File: src/rtl/pc_fetch_unit.sv
// rtl/pc_fetch_unit.sv - program counter and IF/ID front end with branch redirect and stall hold
// Optional feature: PC_MISALIGN_TRAP_EN aligns redirect targets and pulses misalign.
module pc_fetch_unit #(
  parameter int               WIDTH    = 64,
  parameter logic [WIDTH-1:0] RESET_PC = '0
) (
  input  logic             clk,
  input  logic             reset,
  input  logic             stall,
  input  logic             br_taken,
  input  logic [WIDTH-1:0] br_target,
  output logic [WIDTH-1:0] pc,
  output logic [WIDTH-1:0] pc_plus4,
  output logic [WIDTH-1:0] ifid_pc,
  output logic             ifid_valid,
  output logic             misalign
);

  typedef enum logic {BOOT, RUN} state_t;

  localparam logic [WIDTH-1:0] PC_STEP = {{(WIDTH-3){1'b0}}, 3'b100};

  state_t           state, state_next;
  logic [WIDTH-1:0] pc_next, ifid_pc_next, redirect_pc;
  logic             ifid_valid_next;

  assign pc_plus4 = pc + PC_STEP;

`ifdef PC_MISALIGN_TRAP_EN
  logic misalign_q, misalign_next;

  assign redirect_pc   = {br_target[WIDTH-1:2], 2'b00};
  assign misalign_next = br_taken && (br_target[1:0] != 2'b00);
  assign misalign      = misalign_q;

  always_ff @(posedge clk) begin
    if (reset) begin
      misalign_q <= 1'b0;
    end else begin
      misalign_q <= misalign_next;
    end
  end
`else
  assign redirect_pc = br_target;
  assign misalign    = 1'b0;
`endif

  // Redirect beats stall; BOOT always advances so the first fetch enters IF/ID.
  always_comb begin
    state_next      = RUN;
    pc_next         = pc;
    ifid_pc_next    = ifid_pc;
    ifid_valid_next = ifid_valid;
    if (br_taken) begin
      pc_next         = redirect_pc;
      ifid_pc_next    = '0;
      ifid_valid_next = 1'b0;
    end else if (state == BOOT || !stall) begin
      pc_next         = pc_plus4;
      ifid_pc_next    = pc;
      ifid_valid_next = 1'b1;
    end
  end

  always_ff @(posedge clk) begin
    if (reset) begin
      state      <= BOOT;
      pc         <= RESET_PC;
      ifid_pc    <= '0;
      ifid_valid <= 1'b0;
    end else begin
      state      <= state_next;
      pc         <= pc_next;
      ifid_pc    <= ifid_pc_next;
      ifid_valid <= ifid_valid_next;
    end
  end

endmodule

File: config.mk
export PLATFORM = sky130hd
export DESIGN_NAME = pc_fetch_unit
export DESIGN_NICKNAME = d
export VERILOG_FILES = /design/src/rtl/pc_fetch_unit.sv
export SDC_FILE = /design/constraint.sdc
export NUM_CORES = 1
export LEC_CHECK = 0
export BUFFER_PORTS_ARGS = -buffer_cell sky130_fd_sc_hd__buf_2
export CORE_MARGIN = 4
export CORE_UTILIZATION = 48
export CTS_CLUSTER_SIZE = 24
export DETAILED_ROUTE_END_ITERATION = 10
export PLACE_DENSITY = 0.8
export SETUP_SLACK_MARGIN = 0.5
export SYNTH_ARGS = -nofsm -noshare
export SYNTH_HDL_FRONTEND = slang
export SYNTH_SLANG_ARGS = --single-unit
File: constraint.sdc
create_clock -name clk -period 7.3 [get_ports clk]
set_input_delay 1.095 -clock clk [delete_from_list [all_inputs] [get_ports clk]]
set_output_delay 1.095 -clock clk [all_outputs]
set_load 0.02 [all_outputs]
---- After elaboration in Yosys (flattened, before gate mapping) ----
Index checks and enable logic that the tools add are counted.
word-level totals
  flip-flop bits (word level) ............. 130
  input bits .............................. 68
  output and inout port bits .............. 194
  word-level logic and storage cells ...... 13
cells by class
  bitwise logic cells ..................... 1
  $add $sub $neg .......................... 1
  muxes and demuxes ....................... 3
  reductions and logical operators ........ 4
operator list
  kind                                                             count
  64-bit 2-to-1 mux                                                2
  64-bit by 3-bit adder with 64-bit output, second input constant  1
  2-bit nonzero test                                               1
  2-bit OR reduction                                               1
  1-bit zero test                                                  1
  1-bit logical OR                                                 1
  1-bit 2-to-1 mux                                                 1
  1-bit NOT                                                        1

---- Longest topological paths before layout ----
Gate-level depths: netlist of run 1.
  depth in word-level cells ............... 4
  gate-level depth with buffers ........... 9
  mapped depth without buffers ............ 6

---- Worst setup path after synthesis of run 1 ----
Ideal clock, no wire load.
  path kind ............................... register to output
  start point ............................. register pc[4]
  end point ............................... output port pc_plus4[49]
  required time ........................... 6.205 ns
  arrival time ............................ 2.731 ns
  buffers on the path ..................... 4
  path slack .............................. 3.474 ns
  stages on the path, launching flop included .. 10
  cell sequence ........................... dfxtp_1 buf_2 nand4_1 or4_1 clkbuf_1 or4_1 buf_2 buf_2 nor2_1 xor2_1
between the ends
  longest elaborated chain between the ends .. 1
ends and longest elaborated chain
  item                                      line  RTL
  from (decl)                               12    output logic [WIDTH-1:0] pc,
  from (signal assigned)                    73    pc <= pc_next;
  64-bit by 3-bit adder with 64-bit output  27    assign pc_plus4 = pc + PC_STEP;
  to (decl)                                 13    output logic [WIDTH-1:0] pc_plus4,
Every way passes these cells.

---- Worst setup path after layout of run 1 ----
  start point ............................. register pc[6]
  end point ............................... output port pc_plus4[51]
Same word-level chain as after synthesis.

==> results of run 1 <==
[path summary, 6_finish.rpt]
check / start / endpoint / slack (ns) / depth (start not counted)
max: pc[6]$_SDFFE_PP0N_ / pc_plus4[51] / 2.41 / 6
min: ifid_pc[60]$_SDFFE_PP0P_ / ifid_pc[60]$_SDFFE_PP0P_ / 0.45 / 2
max reg2reg: pc[6]$_SDFFE_PP0N_ / pc[57]$_SDFFE_PP0N_ / 3.43 / 5
min reg2reg: ifid_pc[60]$_SDFFE_PP0P_ / ifid_pc[60]$_SDFFE_PP0P_ / 0.45 / 2
[cell families after synthesis]
| kind of cell | share of synthesized area |
|---|---|
| and+or+nand+nor | 0.306 |
| AOI/OAI and AO/OA | 0.143 |
| DFF | 0.371 |
| buffers and inverters | 0.0596 |
| xor gates and xnor gates | 0.111 |
| muxes | 0.00714 |
| adders and majority gates | 0.00178 |
| other | 0.000535 |
[flip-flops by register name, indices dropped and copies added, names as in the netlist]
register,flops
ifid_valid,1
state,1
pc,64
ifid_pc,64
[power breakdown]
part	switching, mW	total, mW	internal [mW]
registers	0.0654	0.811	0.745
logic	0.181	0.281	0.0993
clock network	0.313	0.865	0.552
[synthesized netlist by cell type (all sizes together), types with 4 or more instances]
master and n:
a2111oi 4, a211oi 22, a21oi 73, a311oi 19, and3 9, and4 5
buf 24, clkbuf 74, dfxtp 130, inv 6, mux2i 5, nand2 184
nand3 33, nand4 35, nor2 87, nor3 26, nor4 27, o21ai 13
o31ai 7, or3 18, or4 12, xnor2 34, xor2 55
[metal layers]
| metal | vias to the layer above | GRT usage |
|---|---|---|
| met1 | 3672 | 0.360 |
| met3 | 42 | 0.0594 |
| li1 | 3648 | - |
| met2 | 348 | 0.459 |
| met5 | - | 0 |
| met4 | 2 | 0.0920 |
[worst max-delay path: cells and delay by family (launching register included)]
| kind | cells | cell delay [ns] |
|---|---|---|
| and+or+nand+nor | 4 | 2.54 |
| DFF | 1 | 0.49 |
| buffers and inverters | 1 | 0.17 |
| xor gates and xnor gates | 1 | 0.16 |
[final cells by class]
class,count,area [um^2],share of cell area
tap,180,225,0.0256
clock buffer,22,464,0.0528
inverter,6,22.5,0.00256
clock inverter,10,133,0.0151
multi-input combinational,702,4000,0.455
timing repair buffer,266,1350,0.153
sequential,130,2600,0.296
[per-stage QoR]
step | area (um^2) | setup WS (ns) | hold slack [ns] | utilization | power, mW
6_report | 8790 | 2.41 | 0.448 | 0.624 | 1.96
3_5_place_dp | 8200 | 2.85 | 0.442 | 0.582 | 1.10
2_1_floorplan | 7010 | 3.47 | 0.530 | - | 0.995
4_1_cts | 8790 | 2.41 | 0.449 | 0.624 | 1.96
5_1_grt | 8790 | 2.10 | 0.465 | 0.624 | 2.03
3_3_place_gp | 8200 | 2.92 | 0.435 | 0.582 | 1.10
==> reports/qor.yml, run 1 <==
grt_pass1_wl_um: 37100
via_count: 7712
crit_path_end_kind: "output port"
synth-seq-cells: 130
synth_top_area_share: 0.371
yosysTopAreaCell: "dfxtp_1"
p_leak_nw: 3.76
viasPerCell: 5.86
clock_skew_ns: 0.00817
finalHoldViolations: 0
status: "complete, no violations"
ctsResizeCount: 0
wl_met1_um: 9990
grt.overflow.total: 0
synthTopCellsByArea: "dfxtp_1, nand2_1, xor2_1, a21oi_1, nor2_1"
die_x_um: 129
rsz0062_at_grt: "no"
die_area_um2: 16600
crit_slowest_cell: "or4_1"
drive_gt1_frac: 0.271
drtIter0Drc: 639
clk_latency_ns: 0.42
fillers: 1291
cts_root_buf: "clkbuf_16"
setup_tns_ns: 0
vdd_ir_drop_max_mv: 0.151
portBuffers: 260
netlist_instances: 936
die_y_um: 129
relSlewSlack: 0.274
drv_cap: 0
finalSetupViolations: 0
core-area_um2: 14100
placementRows: 43
post_cts.repair.setup_buffers: 0
areaGrowthSynthToFinish_pct: 25.4
n_antenna_cell: 0
cts_hold_buf: 0
final_cell_mix: "buf_2, nand2_1, dfxtp_1, nor2_1, a21oi_1"
cts_tree: "yes"
ys_types: 50
antenna_left: 0
synthFlopType: "dfxtp_1"
stdcell_count: 1316
min_path_type: "flop to flop"
crit_fanout: 16
cts.path.max_buffers: 2
pin_count: 262
slowest_delay_ns: 0.89
min_period_ns: 4.89
grt_antenna_before_repair: 1
period_share: 0.670
async_reset_ff_frac: 0
required_ns: 6.20
synth_edf_count: 0
start_util: 0.498
clk_pin_slew_ns: 0.05
avgSynthCellArea_um2: 7.49
crit_top_cell: "or4_1"
crit_path_start_kind: "flop"
dr_wl_met2_um: 11400
cts_buffers: 17
crit_type: "flop to output port"
h-tree-depth: 4
drc: 0
place_hpwl_um: 16700
grt_pass1_vias: 7043
final_common_cell: "buf_2"
firstDrtPassIters: 5
syn_area_um2: 7010
ys_seq_area_frac: 0.371
crit_arrival_ns: 3.80
crit_path_cell_trace: "nand4_1 -> or4_1 -> or4_1 -> nor3_1 -> xor2_1 -> buf_2"
place_inst: 1284
yosys_warnings: 0
syn-num-nets: 1005
powerDensity_nw_per_um2: 222
grt_use_total: 0.277
routabilityCongestion: 0.839
wl_um: 23700
wl_met3_um: 1860
routedWlPerCell_um: 18.0
grt_start_max_net_pins: 91
timing.fmax_mhz: 204
maxSlewViolCount: 0
clock_sinks: 130
final_nets: 1192
worst_pin_slew_ns: 1.08
topRoutingLayerUsed: "met5"
Power figures use the tool's default switching activity.
==> inputs of run 2 (changes only) <==
- ABC_AREA: not set -> 1
- clock period: 7.3 -> 5 ns (I/O delays scaled with it)
==> run 2 against run 1 <==
Die area shrank 1.3%. Sequential cell count unchanged. Clock power up 49%. Combinational power is 53% higher. Setup slack got worse by 0.77 ns. Critical path depth is 3 higher. Sequential share of layout area is 0.50 points lower. Synthesized cell count grew 16%. Clock skew is 0.0020 ns lower. Critical path type unchanged. Critical endpoint is now pc_plus4[42]. Largest cell class unchanged.
==> reports/qor.yml, run 2 <==
setup_tns_ns: 0  # unchanged
routedWlPerCell_um: 17.5  # -2.6%
intPower_mw: 2.02  # +45%
netlist_instances: 1085  # +16%
via_count: 8187  # +6.2%
p_clk_frac: 0.451  # +0.009
grt_use_total: 0.316  # +0.0390
post_cts.repair.setup_buffers: 0  # unchanged
final_common_cell: "nand2_1"
die_x_um: 128  # -0.66%
required_ns: 4.25  # -1.95 ns
power_frac_comb: 0.150  # +0.007
grt_antenna_before_repair: 2  # +1
portBuffers: 260  # unchanged
cts.path.max_buffers: 2  # unchanged
avgSynthCellArea_um2: 6.37  # -15%
clk_latency_ns: 0.43  # about the same
pwr-share-seq: 0.399  # -0.015
min_period_ns: 3.36
drive_gt1_frac: 0.250  # -0.0213
final_nets: 1393  # +17%
syn_area_um2: 6920  # -1.4%
crit_path_end_kind: "output port"
timing.fmax_mhz: 298
yosysTopAreaCell: "dfxtp_1"
place_hpwl_um: 20100  # +21%
async_reset_ff_frac: 0  # unchanged
clock_sinks: 130  # unchanged
period_share: 0.672
worst_pin_slew_ns: 0.944  # -0.134 ns
crit_path_start_kind: "flop"
startpoint: "pc[18]$_SDFFE_PP0N_"
min_from: "ifid_pc[6]$_SDFFE_PP0P_"
grt.overflow.total: 0  # unchanged
fillers: 1341  # +3.9%
crit_type: "flop to output port"
clock_skew_ns: 0.00617  # -0.00200 ns
maxSlewViolCount: 0  # unchanged
final_area_um2: 8950  # +1.7%
die_area_um2: 16400  # -1.3%
clk_pin_slew_ns: 0.06  # about the same
die_y_um: 128  # -0.66%
synthTopCellsByArea: "dfxtp_1, nand2_1, nor2_1, o21ai_0, a21oi_1"
p_leak_nw: 4.11  # +9.3%
synth_top_area_share: 0.376  # +0.00530
status: "complete, no violations"
final_cell_mix: "nand2_1, buf_2, nor2_1, dfxtp_1, o21ai_0"
crit_fanout: 6  # -10
vdd_ir_drop_max_mv: 0.245  # +63%
cts_tree: "yes"
ys_types: 28  # -44%
cts_root_buf: "clkbuf_16"
firstDrtPassIters: 6  # +1
drtIter0Drc: 731  # +14%
switching_power_mw: 0.845  # +51%
timing.rr.start: "state$_DFF_P_"
pin_count: 262  # unchanged
start_util: 0.494  # -0.00324
min_path_type: "flop to flop"
areaGrowthSynthToFinish_pct: 29.4
drc: 0  # unchanged
relSlewSlack: 0.370  # +0.0954
synth.most_common_cell: "nand2_1"
swShare: 0.295  # +0.00843
place_area_um2: 8330  # +1.6%
reg_top3: "ifid_pc (64), pc (64)"
wl_um: 26600  # +12%
synthFlopType: "dfxtp_1"
grt_pass1_vias: 7331  # +4.1%
netlist_top_cells_count: "nand2_1, nor2_1, dfxtp_1"
cts_buffers: 17  # unchanged
finalHoldViolations: 0  # unchanged
grt_start_max_net_pins: 63  # -31%
finalSetupViolations: 0  # unchanged
rsz0062_at_grt: "no"
placementRows: 43  # unchanged
core-area_um2: 14000  # -0.76%
antenna_left: 0  # unchanged
ctsResizeCount: 0  # unchanged
cts_hold_buf: 0  # unchanged
synth-seq-cells: 130  # unchanged
ys_seq_area_frac: 0.376  # +0.00530
synth_edf_count: 0  # unchanged
crit_arrival_ns: 2.61  # -1.19 ns
viasPerCell: 5.39  # -8.0%
powerDensity_nw_per_um2: 321  # +44%
yosys_warnings: 0  # unchanged
syn-num-nets: 1154  # +15%
drv_cap: 0  # unchanged
routabilityCongestion: 0.966  # +15%
h-tree-depth: 4  # unchanged
grt_pass1_wl_um: 40300  # +8.7%
-- run 2: logic make-up after synthesis --
group | Yosys count | share of synthesized area
other | 1 | 0.000542
flip-flops | 130 | 0.376
buffers and inverters | 153 | 0.0850
AND/OR/NAND/NOR | 548 | 0.329
AO/OA/AOI/OAI | 221 | 0.168
XOR/XNOR | 31 | 0.0393
adder cells (fa/ha/maj) | 1 | 0.00181
-- run 2: per-layer routing --
| layer | track usage | share of wire |
|---|---|---|
| met1 | 0.421 | 0.42 |
| met2 | 0.486 | 0.45 |
| met3 | 0.0804 | 0.10 |
| met4 | 0.138 | 0.031 |
| met5 | 0 | 0 |
-- run 2: power groups by stage --
stage                     Clock (mW)  Sequential (mW)  Combinational, mW
final                           1.29             1.14              0.431
after detailed placement           0             1.16              0.425
after global routing            1.36             1.15              0.465
after floorplan                    0             1.21              0.205
after global placement             0             1.16              0.421
after CTS                       1.30             1.14              0.428
-- run 2: final cells by class --
cell class,count,area [um^2],share of cell area
Inverter,106,398,0.0445
Multi-Input combinational cell,802,3750,0.419
Timing Repair Buffer,267,1350,0.151
Sequential cell,130,2600,0.291
Clock buffer,22,494,0.0552
Clock inverter,10,121,0.0136
Antenna cell,2,5.00,0.000559
Tap cell,180,225,0.0252
-- run 2: critical path: stages, from the launching register on --
cell     delay [ns]
dfxtp_1        0.47
nand2_1        0.14
nor2_2         0.33
nand2_1        0.16
nor2_1         0.28
nand2_1        0.25
nor2_1         0.14
nand2_1        0.07
and2_1         0.17
buf_2          0.16
-- run 2: through the flow --
stage | total power [mW] | hold WS, ns | util | std cells | worst slack, ns
floorplan | 1.42 | 0.537 | - | 1085 | 2.47
global placement | 1.58 | 0.444 | 0.595 | 1485 | 2.00
detailed placement | 1.59 | 0.457 | 0.595 | 1485 | 1.97
CTS | 2.87 | 0.464 | 0.639 | 1517 | 1.71
global route | 2.97 | 0.484 | 0.640 | 1519 | 1.43
finish | 2.87 | 0.465 | 0.640 | 1519 | 1.64
-- run 2: worst paths after layout --
| path | to | slack, ns | depth (start not counted) |
|---|---|---|---|
| worst max-delay path | pc_plus4[42] | 1.64 | 9 |
| worst min-delay path | ifid_pc[6]$_SDFFE_PP0P_ | 0.46 | 2 |
| worst max register to register | pc[34]$_SDFFE_PP0N_ | 2.49 | 8 |
| worst min register to register | ifid_pc[6]$_SDFFE_PP0P_ | 0.46 | 2 |
